**src/rtl/uidbufw_arbiter_rr_pkg.sv**
```systemverilog
// Shared types and helpers for the uidbuf write-channel round-robin arbiter.
package uidbufw_arbiter_rr_pkg;

  localparam int FDMA_SIZE_W = 16;

  typedef enum logic [1:0] {
    ST_IDLE = 2'd0,
    ST_REQ  = 2'd1,
    ST_BUSY = 2'd2
  } arb_state_t;

  // Index width for a channel count. It is never narrower than 1 bit.
  function automatic int idx_w(input int n);
    return (n > 1) ? $clog2(n) : 1;
  endfunction

endpackage

```
**src/rtl/uidbufw_arbiter_rr_if.sv**
```systemverilog
// Bundle of NCH uidbuf write masters plus the single merged FDMA write port.
interface uidbufw_arbiter_rr_if
  import uidbufw_arbiter_rr_pkg::*;
#(
  parameter int NCH = 4,
  parameter int DW  = 32,
  parameter int AW  = 21
);
  logic [NCH*AW-1:0]          ch_waddr;
  logic [NCH-1:0]             ch_wareq;
  logic [NCH*FDMA_SIZE_W-1:0] ch_wsize;
  logic [NCH*DW-1:0]          ch_wdata;
  logic [NCH-1:0]             ch_wbusy;
  logic [NCH-1:0]             ch_wvalid;
  logic [AW-1:0]              fdma_waddr;
  logic                       fdma_wareq;
  logic [FDMA_SIZE_W-1:0]     fdma_wsize;
  logic                       fdma_wbusy;
  logic [DW-1:0]              fdma_wdata;
  logic                       fdma_wvalid;

  modport slave (
    input  ch_waddr, ch_wareq, ch_wsize, ch_wdata, fdma_wbusy, fdma_wvalid,
    output ch_wbusy, ch_wvalid, fdma_waddr, fdma_wareq, fdma_wsize, fdma_wdata
  );

  modport master (
    output ch_waddr, ch_wareq, ch_wsize, ch_wdata, fdma_wbusy, fdma_wvalid,
    input  ch_wbusy, ch_wvalid, fdma_waddr, fdma_wareq, fdma_wsize, fdma_wdata
  );
endinterface

```
**src/rtl/uidbufw_arbiter_rr_pick.sv**
```systemverilog
// Combinational winner selection: round-robin from ptr, or lowest index first.
module uidbufw_arbiter_rr_pick
  import uidbufw_arbiter_rr_pkg::*;
#(
  parameter int NCH       = 4,
  parameter int PRIO_MODE = 0,
  parameter int PW        = idx_w(NCH)
) (
  input  logic [NCH-1:0] req,
  input  logic [PW-1:0]  ptr,
  output logic [NCH-1:0] gnt,
  output logic [PW-1:0]  idx
);

  logic          found;
  int            ci;
  logic [PW-1:0] c;

  always_comb begin
    gnt   = '0;
    idx   = '0;
    found = 1'b0;
    ci    = 0;
    c     = '0;
    if (PRIO_MODE != 0) begin
      for (int i = 0; i < NCH; i++) begin
        if (req[i] && !found) begin
          found  = 1'b1;
          gnt[i] = 1'b1;
          idx    = PW'(i);
        end
      end
    end else begin
      // Explicit wrap keeps non-power-of-2 channel counts inside 0..NCH-1.
      for (int off = 0; off < NCH; off++) begin
        ci = int'(ptr) + off;
        if (ci >= NCH) ci = ci - NCH;
        c = PW'(ci);
        if (req[c] && !found) begin
          found  = 1'b1;
          gnt[c] = 1'b1;
          idx    = c;
        end
      end
    end
  end

endmodule

```
**src/rtl/uidbufw_arbiter_rr.sv**
```systemverilog
// Merges NCH uidbuf FDMA write masters onto one FDMA write port.
//   state | meaning
//   IDLE  | no grant; arbitrate among ch_wareq
//   REQ   | grant latched, fdma_wareq high, waiting for fdma_wbusy (or timeout)
//   BUSY  | engine running; wait for the fdma_wbusy falling edge
module uidbufw_arbiter_rr
  import uidbufw_arbiter_rr_pkg::*;
#(
  parameter int NCH            = 4,
  parameter int AXI_DATA_WIDTH = 32,
  parameter int AXI_ADDR_WIDTH = 21,
  parameter int PRIO_MODE      = 0,
  parameter int TIMEOUT        = 1023
) (
  input  logic            ui_clk,
  input  logic            ui_rstn,
  uidbufw_arbiter_rr_if.slave bus,
  output logic [NCH-1:0]  grant,
  output logic            err_timeout
);

  localparam int PW = idx_w(NCH);
  localparam int TW = (TIMEOUT > 0) ? $clog2(TIMEOUT + 1) : 1;
  localparam int DW = AXI_DATA_WIDTH;
  localparam int AW = AXI_ADDR_WIDTH;
  localparam logic [TW-1:0] TMO_LAST = TW'((TIMEOUT > 0) ? TIMEOUT - 1 : 0);

  arb_state_t             state;
  logic [PW-1:0]          ptr;
  logic [PW-1:0]          win;
  logic                   busy_dly;
  logic [TW-1:0]          tmo_cnt;
  logic                   wareq_r;
  logic [AW-1:0]          waddr_r;
  logic [FDMA_SIZE_W-1:0] wsize_r;
  logic [NCH-1:0]         pick_gnt;
  logic [PW-1:0]          pick_idx;
  logic [DW-1:0]          wdata_mux;

  uidbufw_arbiter_rr_pick #(.NCH(NCH), .PRIO_MODE(PRIO_MODE), .PW(PW)) u_pick (
    .req (bus.ch_wareq),
    .ptr (ptr),
    .gnt (pick_gnt),
    .idx (pick_idx)
  );

  function automatic logic [PW-1:0] nxt_ptr(input logic [PW-1:0] i);
    if (i == PW'(NCH - 1)) return '0;
    return i + 1'b1;
  endfunction

  always_ff @(posedge ui_clk or negedge ui_rstn) begin
    if (!ui_rstn) begin
      state       <= ST_IDLE;
      grant       <= '0;
      ptr         <= '0;
      win         <= '0;
      busy_dly    <= 1'b0;
      tmo_cnt     <= '0;
      wareq_r     <= 1'b0;
      waddr_r     <= '0;
      wsize_r     <= '0;
      err_timeout <= 1'b0;
    end else begin
      busy_dly    <= bus.fdma_wbusy;
      err_timeout <= 1'b0;
      case (state)
        ST_IDLE: begin
          if (|bus.ch_wareq) begin
            state   <= ST_REQ;
            grant   <= pick_gnt;
            win     <= pick_idx;
            wareq_r <= 1'b1;
            waddr_r <= bus.ch_waddr[int'(pick_idx)*AW +: AW];
            wsize_r <= bus.ch_wsize[int'(pick_idx)*FDMA_SIZE_W +: FDMA_SIZE_W];
            tmo_cnt <= '0;
          end
        end
        ST_REQ: begin
          if (bus.fdma_wbusy) begin
            state   <= ST_BUSY;
            wareq_r <= 1'b0;
            tmo_cnt <= '0;
          end else if (TIMEOUT != 0 && tmo_cnt == TMO_LAST) begin
            state       <= ST_IDLE;
            grant       <= '0;
            wareq_r     <= 1'b0;
            waddr_r     <= '0;
            wsize_r     <= '0;
            tmo_cnt     <= '0;
            err_timeout <= 1'b1;
            if (PRIO_MODE == 0) ptr <= nxt_ptr(win);
          end else begin
            tmo_cnt <= tmo_cnt + 1'b1;
          end
        end
        ST_BUSY: begin
          if (busy_dly && !bus.fdma_wbusy) begin
            state   <= ST_IDLE;
            grant   <= '0;
            waddr_r <= '0;
            wsize_r <= '0;
            if (PRIO_MODE == 0) ptr <= nxt_ptr(win);
          end
        end
        default: begin
          state   <= ST_IDLE;
          grant   <= '0;
          wareq_r <= 1'b0;
        end
      endcase
    end
  end

  // Data path is purely combinational so the engine sees zero added latency.
  always_comb begin
    wdata_mux = '0;
    for (int k = 0; k < NCH; k++) begin
      if (grant[k]) wdata_mux = bus.ch_wdata[k*DW +: DW];
    end
  end

  assign bus.fdma_wareq = wareq_r;
  assign bus.fdma_waddr = waddr_r;
  assign bus.fdma_wsize = wsize_r;
  assign bus.fdma_wdata = wdata_mux;
  assign bus.ch_wvalid  = grant & {NCH{bus.fdma_wvalid}};
  assign bus.ch_wbusy   = grant & {NCH{state != ST_IDLE}};

endmodule

```
**src/flat_wrapper.sv**
```systemverilog
// flat-port wrapper written by rule: the top's interface ports become plain ports
module uidbufw_arbiter_rr_flat import uidbufw_arbiter_rr_pkg::*;
#(
  parameter int NCH            = 4,
  parameter int AXI_DATA_WIDTH = 32,
  parameter int AXI_ADDR_WIDTH = 21,
  parameter int PRIO_MODE      = 0,
  parameter int TIMEOUT        = 1023
)
  (ui_clk, ui_rstn, grant, err_timeout, bus_ch_waddr, bus_ch_wareq, bus_ch_wsize, bus_ch_wdata, bus_fdma_wbusy, bus_fdma_wvalid, bus_ch_wbusy, bus_ch_wvalid, bus_fdma_waddr, bus_fdma_wareq, bus_fdma_wsize, bus_fdma_wdata);
  uidbufw_arbiter_rr_if #(.NCH(NCH), .DW(32), .AW(21)) bus_i ();
  input  logic ui_clk;
  input  logic ui_rstn;
  output logic [NCH-1:0] grant;
  output logic err_timeout;
  input wire logic [$bits(bus_i.ch_waddr)-1:0] bus_ch_waddr;
  input wire logic [$bits(bus_i.ch_wareq)-1:0] bus_ch_wareq;
  input wire logic [$bits(bus_i.ch_wsize)-1:0] bus_ch_wsize;
  input wire logic [$bits(bus_i.ch_wdata)-1:0] bus_ch_wdata;
  input wire logic [$bits(bus_i.fdma_wbusy)-1:0] bus_fdma_wbusy;
  input wire logic [$bits(bus_i.fdma_wvalid)-1:0] bus_fdma_wvalid;
  output wire logic [$bits(bus_i.ch_wbusy)-1:0] bus_ch_wbusy;
  output wire logic [$bits(bus_i.ch_wvalid)-1:0] bus_ch_wvalid;
  output wire logic [$bits(bus_i.fdma_waddr)-1:0] bus_fdma_waddr;
  output wire logic [$bits(bus_i.fdma_wareq)-1:0] bus_fdma_wareq;
  output wire logic [$bits(bus_i.fdma_wsize)-1:0] bus_fdma_wsize;
  output wire logic [$bits(bus_i.fdma_wdata)-1:0] bus_fdma_wdata;
  assign bus_i.ch_waddr = bus_ch_waddr;
  assign bus_i.ch_wareq = bus_ch_wareq;
  assign bus_i.ch_wsize = bus_ch_wsize;
  assign bus_i.ch_wdata = bus_ch_wdata;
  assign bus_i.fdma_wbusy = bus_fdma_wbusy;
  assign bus_i.fdma_wvalid = bus_fdma_wvalid;
  assign bus_ch_wbusy = bus_i.ch_wbusy;
  assign bus_ch_wvalid = bus_i.ch_wvalid;
  assign bus_fdma_waddr = bus_i.fdma_waddr;
  assign bus_fdma_wareq = bus_i.fdma_wareq;
  assign bus_fdma_wsize = bus_i.fdma_wsize;
  assign bus_fdma_wdata = bus_i.fdma_wdata;
  uidbufw_arbiter_rr #(.NCH(NCH), .AXI_DATA_WIDTH(AXI_DATA_WIDTH), .AXI_ADDR_WIDTH(AXI_ADDR_WIDTH), .PRIO_MODE(PRIO_MODE), .TIMEOUT(TIMEOUT)) u_core (.ui_clk(ui_clk), .ui_rstn(ui_rstn), .bus(bus_i), .grant(grant), .err_timeout(err_timeout));
endmodule
```
**config.mk**
```make
export PLATFORM = sky130hd
export DESIGN_NAME = uidbufw_arbiter_rr_flat
export DESIGN_NICKNAME = d
export VERILOG_FILES = /design/src/rtl/uidbufw_arbiter_rr_pkg.sv /design/src/rtl/uidbufw_arbiter_rr_if.sv /design/src/rtl/uidbufw_arbiter_rr_pick.sv /design/src/rtl/uidbufw_arbiter_rr.sv /design/src/flat_wrapper.sv
export SDC_FILE = /design/constraint.sdc
export NUM_CORES = 1
export LEC_CHECK = 0
export ABC_CLOCK_PERIOD_IN_PS = 2940
export BUFFER_PORTS_ARGS = -buffer_cell sky130_fd_sc_hd__buf_2
export CAP_MARGIN = 25
export CORE_AREA = 4 4 139 141
export DETAILED_ROUTE_END_ITERATION = 10
export DIE_AREA = 0 0 143 145
export PLACE_DENSITY_LB_ADDON = 0.15
export SYNTH_ARGS = -nofsm -noshare
export SYNTH_HDL_FRONTEND = slang
export SYNTH_SLANG_ARGS = --single-unit
```
**constraint.sdc**
```tcl
create_clock -name ui_clk -period 2.94 [get_ports ui_clk]
set_input_delay 0.147 -clock ui_clk [delete_from_list [all_inputs] [get_ports ui_clk]]
set_output_delay 0.147 -clock ui_clk [all_outputs]
set_load 0.05 [all_outputs]
```
==> impl_metrics.csv <==
group,metric,value,unit
timing,finalHoldViolations,13,
outcome,run_status,"finished with violations",
yosys,ys_top_cells_by_area,"dfrtp_1, mux2i_1, o221ai_1, nand2_1, a22oi_1",
cells_and_area,fillCellCount,1873,
yosys,netlist_instances,567,
yosys,synth-seq-cells,60,
routing,route.detailed.drc,0,
critical_path,path_cells,"inv_1 > ha_1 > mux2_2 > a221o_1 > o21ai_4 > buf_12 > mux2i_1 > o221ai_1",
cells_and_area,design_area,7280,sq um
cts,clk_latency,0.33,ns
pwr,power,8400,uW
yosys,synth_area_leader_cell,"dfrtp_1",
timing,fin_skew,0.0126,ns
critical_path,startpoint,"u_core.ptr[1]",
die,die_x,143,um
cts,cts-root-buf,"clkbuf_16",
pwr,p_per_area,1150,nW/um^2
cells_and_area,syn2layout_area_growth,47.0,%
cts,cts.clk_slew.worst_paths,0.06,ns
routing,post_drt_wl_per_cell,18.4,um
cts,cts_tree,"yes",
timing,setup_viol,0,
pwr,irDropWorstVdd,0.000533,V
yosys,synth_cell_types,51,
critical_path,reg2regPathDepth,8,
cts,h-tree-depth,3,
placement,numPortBuffers,366,
yosys,synthArstFlopShare,100,%
critical_path,reg2reg_slack,0.41,ns
routing,num_vias,5637,
critical_path,crit_fanout,30,
die,fp-row-count,49,
timing,fin_crit_sh,86.1,%
critical_path,critPathCaptureType,"flip-flop",
timing,post-route-min-period,2.53,ns
die,core,18000,sq um
routing,post_drt_via_cell_ratio,4.90,
routing,wl,21200,um
timing,fin_tns_setup,0,ns
critical_path,path_buf_inv,2,
critical_path,timing.rr.start,"u_core.ptr[1]",
outcome,failed_checks,"hold timing",
routing,first_pass_iters,4,
placement,gp_congestion,0.860,
yosys,seq_area_frac_synth,30.3,%
routing,drt_iter0_markers,275,
critical_path,crit_family,"compound AO/OA/AOI/OAI gates",
global_route,grt_pass1_wl,31800,um
global_route,grt.total_usage,19.4,%
timing,slew_headroom,42.6,%
timing,rsz0062_at_grt,"false",
critical_path,crit_path_max_incr_delay,0.37,ns
timing,slew_violations,0,
cells_and_area,drive_gt1_share,45.5,%
routing,antenna_left,0,
die,die_h,145,um
cells_and_area,fin_nets,1211,
global_route,grt_max_degree,61,
global_route,grt_overflow_total,0,
die,initial_core_util,27.6,%
cts,cts_num_sinks,60,
placement,dpl.hpwl,17000,um
timing,holdWs,-0.0125,ns
yosys,synth_top_area_share,30.3,%
pwr,power.leakage,0.00383,uW
critical_path,endpoint,"u_core.bus.fdma_wsize[3]",
timing,worst_pin_slew,0.862,ns
critical_path,crit_slowest_cell,"ha_1",
yosys,yosysWarnings,0,
yosys,ys.flop_type,"dfrtp_1",
global_route,antenna_found_initial,4,
yosys,synth.avg_cell_area,8.73,sq um
global_route,first_global_vias,5571,
critical_path,crit_cells,8,
cts,numCtsBuffers,9,
placement,dpl-instance-area,6930,sq um
yosys,syn_nets,865,
critical_path,cp.arrival,2.70,ns
yosys,syn_area,4950,sq um
critical_path,critPathKind,"reg2reg",
die,die_area,20700,sq um
die,io_pins,367,
critical_path,crit_path_start_kind,"flip-flop",
cts,cts_resized,0,
critical_path,worstPathRequired,3.11,ns
hold_path,hold_class,"in2async",
cts,max-clock-path-buffers,2,
yosys,synth_edf_count,0,
timing,max_freq,0.395,GHz
critical_path,r2r_end,"u_core.bus.fdma_wsize[3]",
job,maxCapViolCount,0,
[sequential cells by signal (all words and copies together) (netlist names)]
signal / cells
u_core.bus.fdma_wsize: 16
u_core.state: 2
u_core.bus.fdma_waddr: 21
u_core.err_timeout: 1
u_core.bus.fdma_wareq: 1
u_core.win: 2
u_core.busy_dly: 1
u_core.ptr: 2
u_core.grant: 4
u_core.tmo_cnt: 10
[how the worst min path moves through the flow]
stage / startpoint / to / cells past startpoint
2_1_floorplan: ui_rstn / u_core.bus.fdma_waddr[0] / 0
3_3_place_gp: bus_fdma_wbusy / u_core.busy_dly / 1
3_5_place_dp: bus_fdma_wbusy / u_core.busy_dly / 1
4_1_cts: ui_rstn / u_core.bus.fdma_wsize[1] / 2
5_1_grt: ui_rstn / u_core.tmo_cnt[9] / 2
6_report: ui_rstn / u_core.tmo_cnt[0] / 2
[cell usage after synthesis (2+ instances only)]
| cell type | instances |
|---|---|
| nor3b_1 | 2 |
| and3b_1 | 2 |
| mux4_2 | 2 |
| nand2b_1 | 4 |
| or2_2 | 2 |
| a21oi_1 | 36 |
| o31ai_1 | 4 |
| o221ai_1 | 37 |
| clkbuf_1 | 29 |
| buf_12 | 6 |
| ha_1 | 14 |
| a22oi_1 | 33 |
| nand4_1 | 2 |
| xor2_1 | 4 |
| nand2_1 | 82 |
| clkbuf_4 | 2 |
| and2_1 | 7 |
| dfrtp_1 | 60 |
| buf_6 | 2 |
| o41ai_2 | 2 |
| a22o_2 | 4 |
| nor2_1 | 43 |
| inv_1 | 7 |
| buf_2 | 7 |
| mux2i_1 | 84 |
| or3_1 | 2 |
| o21ai_1 | 31 |
| o21ai_0 | 12 |
| nor2b_1 | 9 |
| mux2_2 | 3 |
| a31oi_1 | 6 |
| a211oi_1 | 2 |
| nand3_1 | 7 |
[cells by family after synthesis]
group,Yosys count,synth area share (%)
buffers and inverters,55,6.85
XOR/XNOR,5,0.884
AO/OA/AOI/OAI,174,24.0
adder cells (fa/ha/maj),14,3.54
AND/OR/NAND/NOR,169,15.6
multiplexers,90,18.8
flip-flops,60,30.3
[where the power goes]
part | internal, uW | switching [uW]
clock network | 790 | 374
logic | 1950 | 3900
registers | 1120 | 277
total | 3860 | 4550
[layer usage]
metal,vias to the layer above,routed length (um),GRT usage (%)
met2,222,11000,35.5
met4,2,293,4.75
met1,2596,8040,21.7
li1,2796,-,-
met3,21,1870,5.89
met5,-,7,0
[layout by cell type (no fill, tap or decap), types with 3 or more instances in the layout]
cell type  count
buf_12         4
buf_4         12
a21oi_1       36
nor2_1        43
a22oi_1       33
nand2b_1       4
o21ai_0       12
mux2_2         3
clkbuf_16      9
and2_1         7
diode_2        3
dfrtp_1       58
o221ai_1      37
o21ai_1       31
nor2b_1        8
nand3_1        7
a31oi_1        6
a22o_2         4
xor2_1         4
o31ai_1        4
inv_1          7
buf_2        366
mux2i_1       84
ha_1          14
nand2_1       82
[layout make-up]
type                    instances  area [sq um]  share of cell area [%]
diodes                          3          7.51                   0.103
clock buffers                  13           260                    3.58
clock inverters                 3          68.8                   0.946
inverters                       7          26.3                   0.361
multi-input cells             452          3110                    42.8
flip-flops and latches         60          1500                    20.7
well taps                     229           287                    3.94
repair buffers                383          2010                    27.6
[worst register-to-register path, stage by stage (launching register included)]
cell and delay, ns:
dfrtp_1 0.33, inv_1 0.08, ha_1 0.37, mux2_2 0.35
a221o_1 0.35, o21ai_4 0.21, buf_12 0.30, mux2i_1 0.24
o221ai_1 0.15
[per-stage QoR]
step / setup slack [ns] / util (%) / hold slack, ns / instances
3_5_place_dp: 0.393 / 38.6 / 0.342 / 1130
2_1_floorplan: 0.110 / - / -0.149 / 567
3_3_place_gp: 0.461 / 38.6 / 0.356 / 1130
4_1_cts: 0.400 / 40.5 / 0.0360 / 1147
5_1_grt: 0.236 / 40.5 / 0.0692 / 1150
6_report: 0.409 / 40.5 / -0.0125 / 1150
[timing repair]
| action | CTS | global route |
|---|---|---|
| hold buffers | 1 | 0 |
| buffers inserted | 0 | 0 |
| endpoints found under the hold margin | 1 | 0 |
Power figures use the tool's default switching activity.
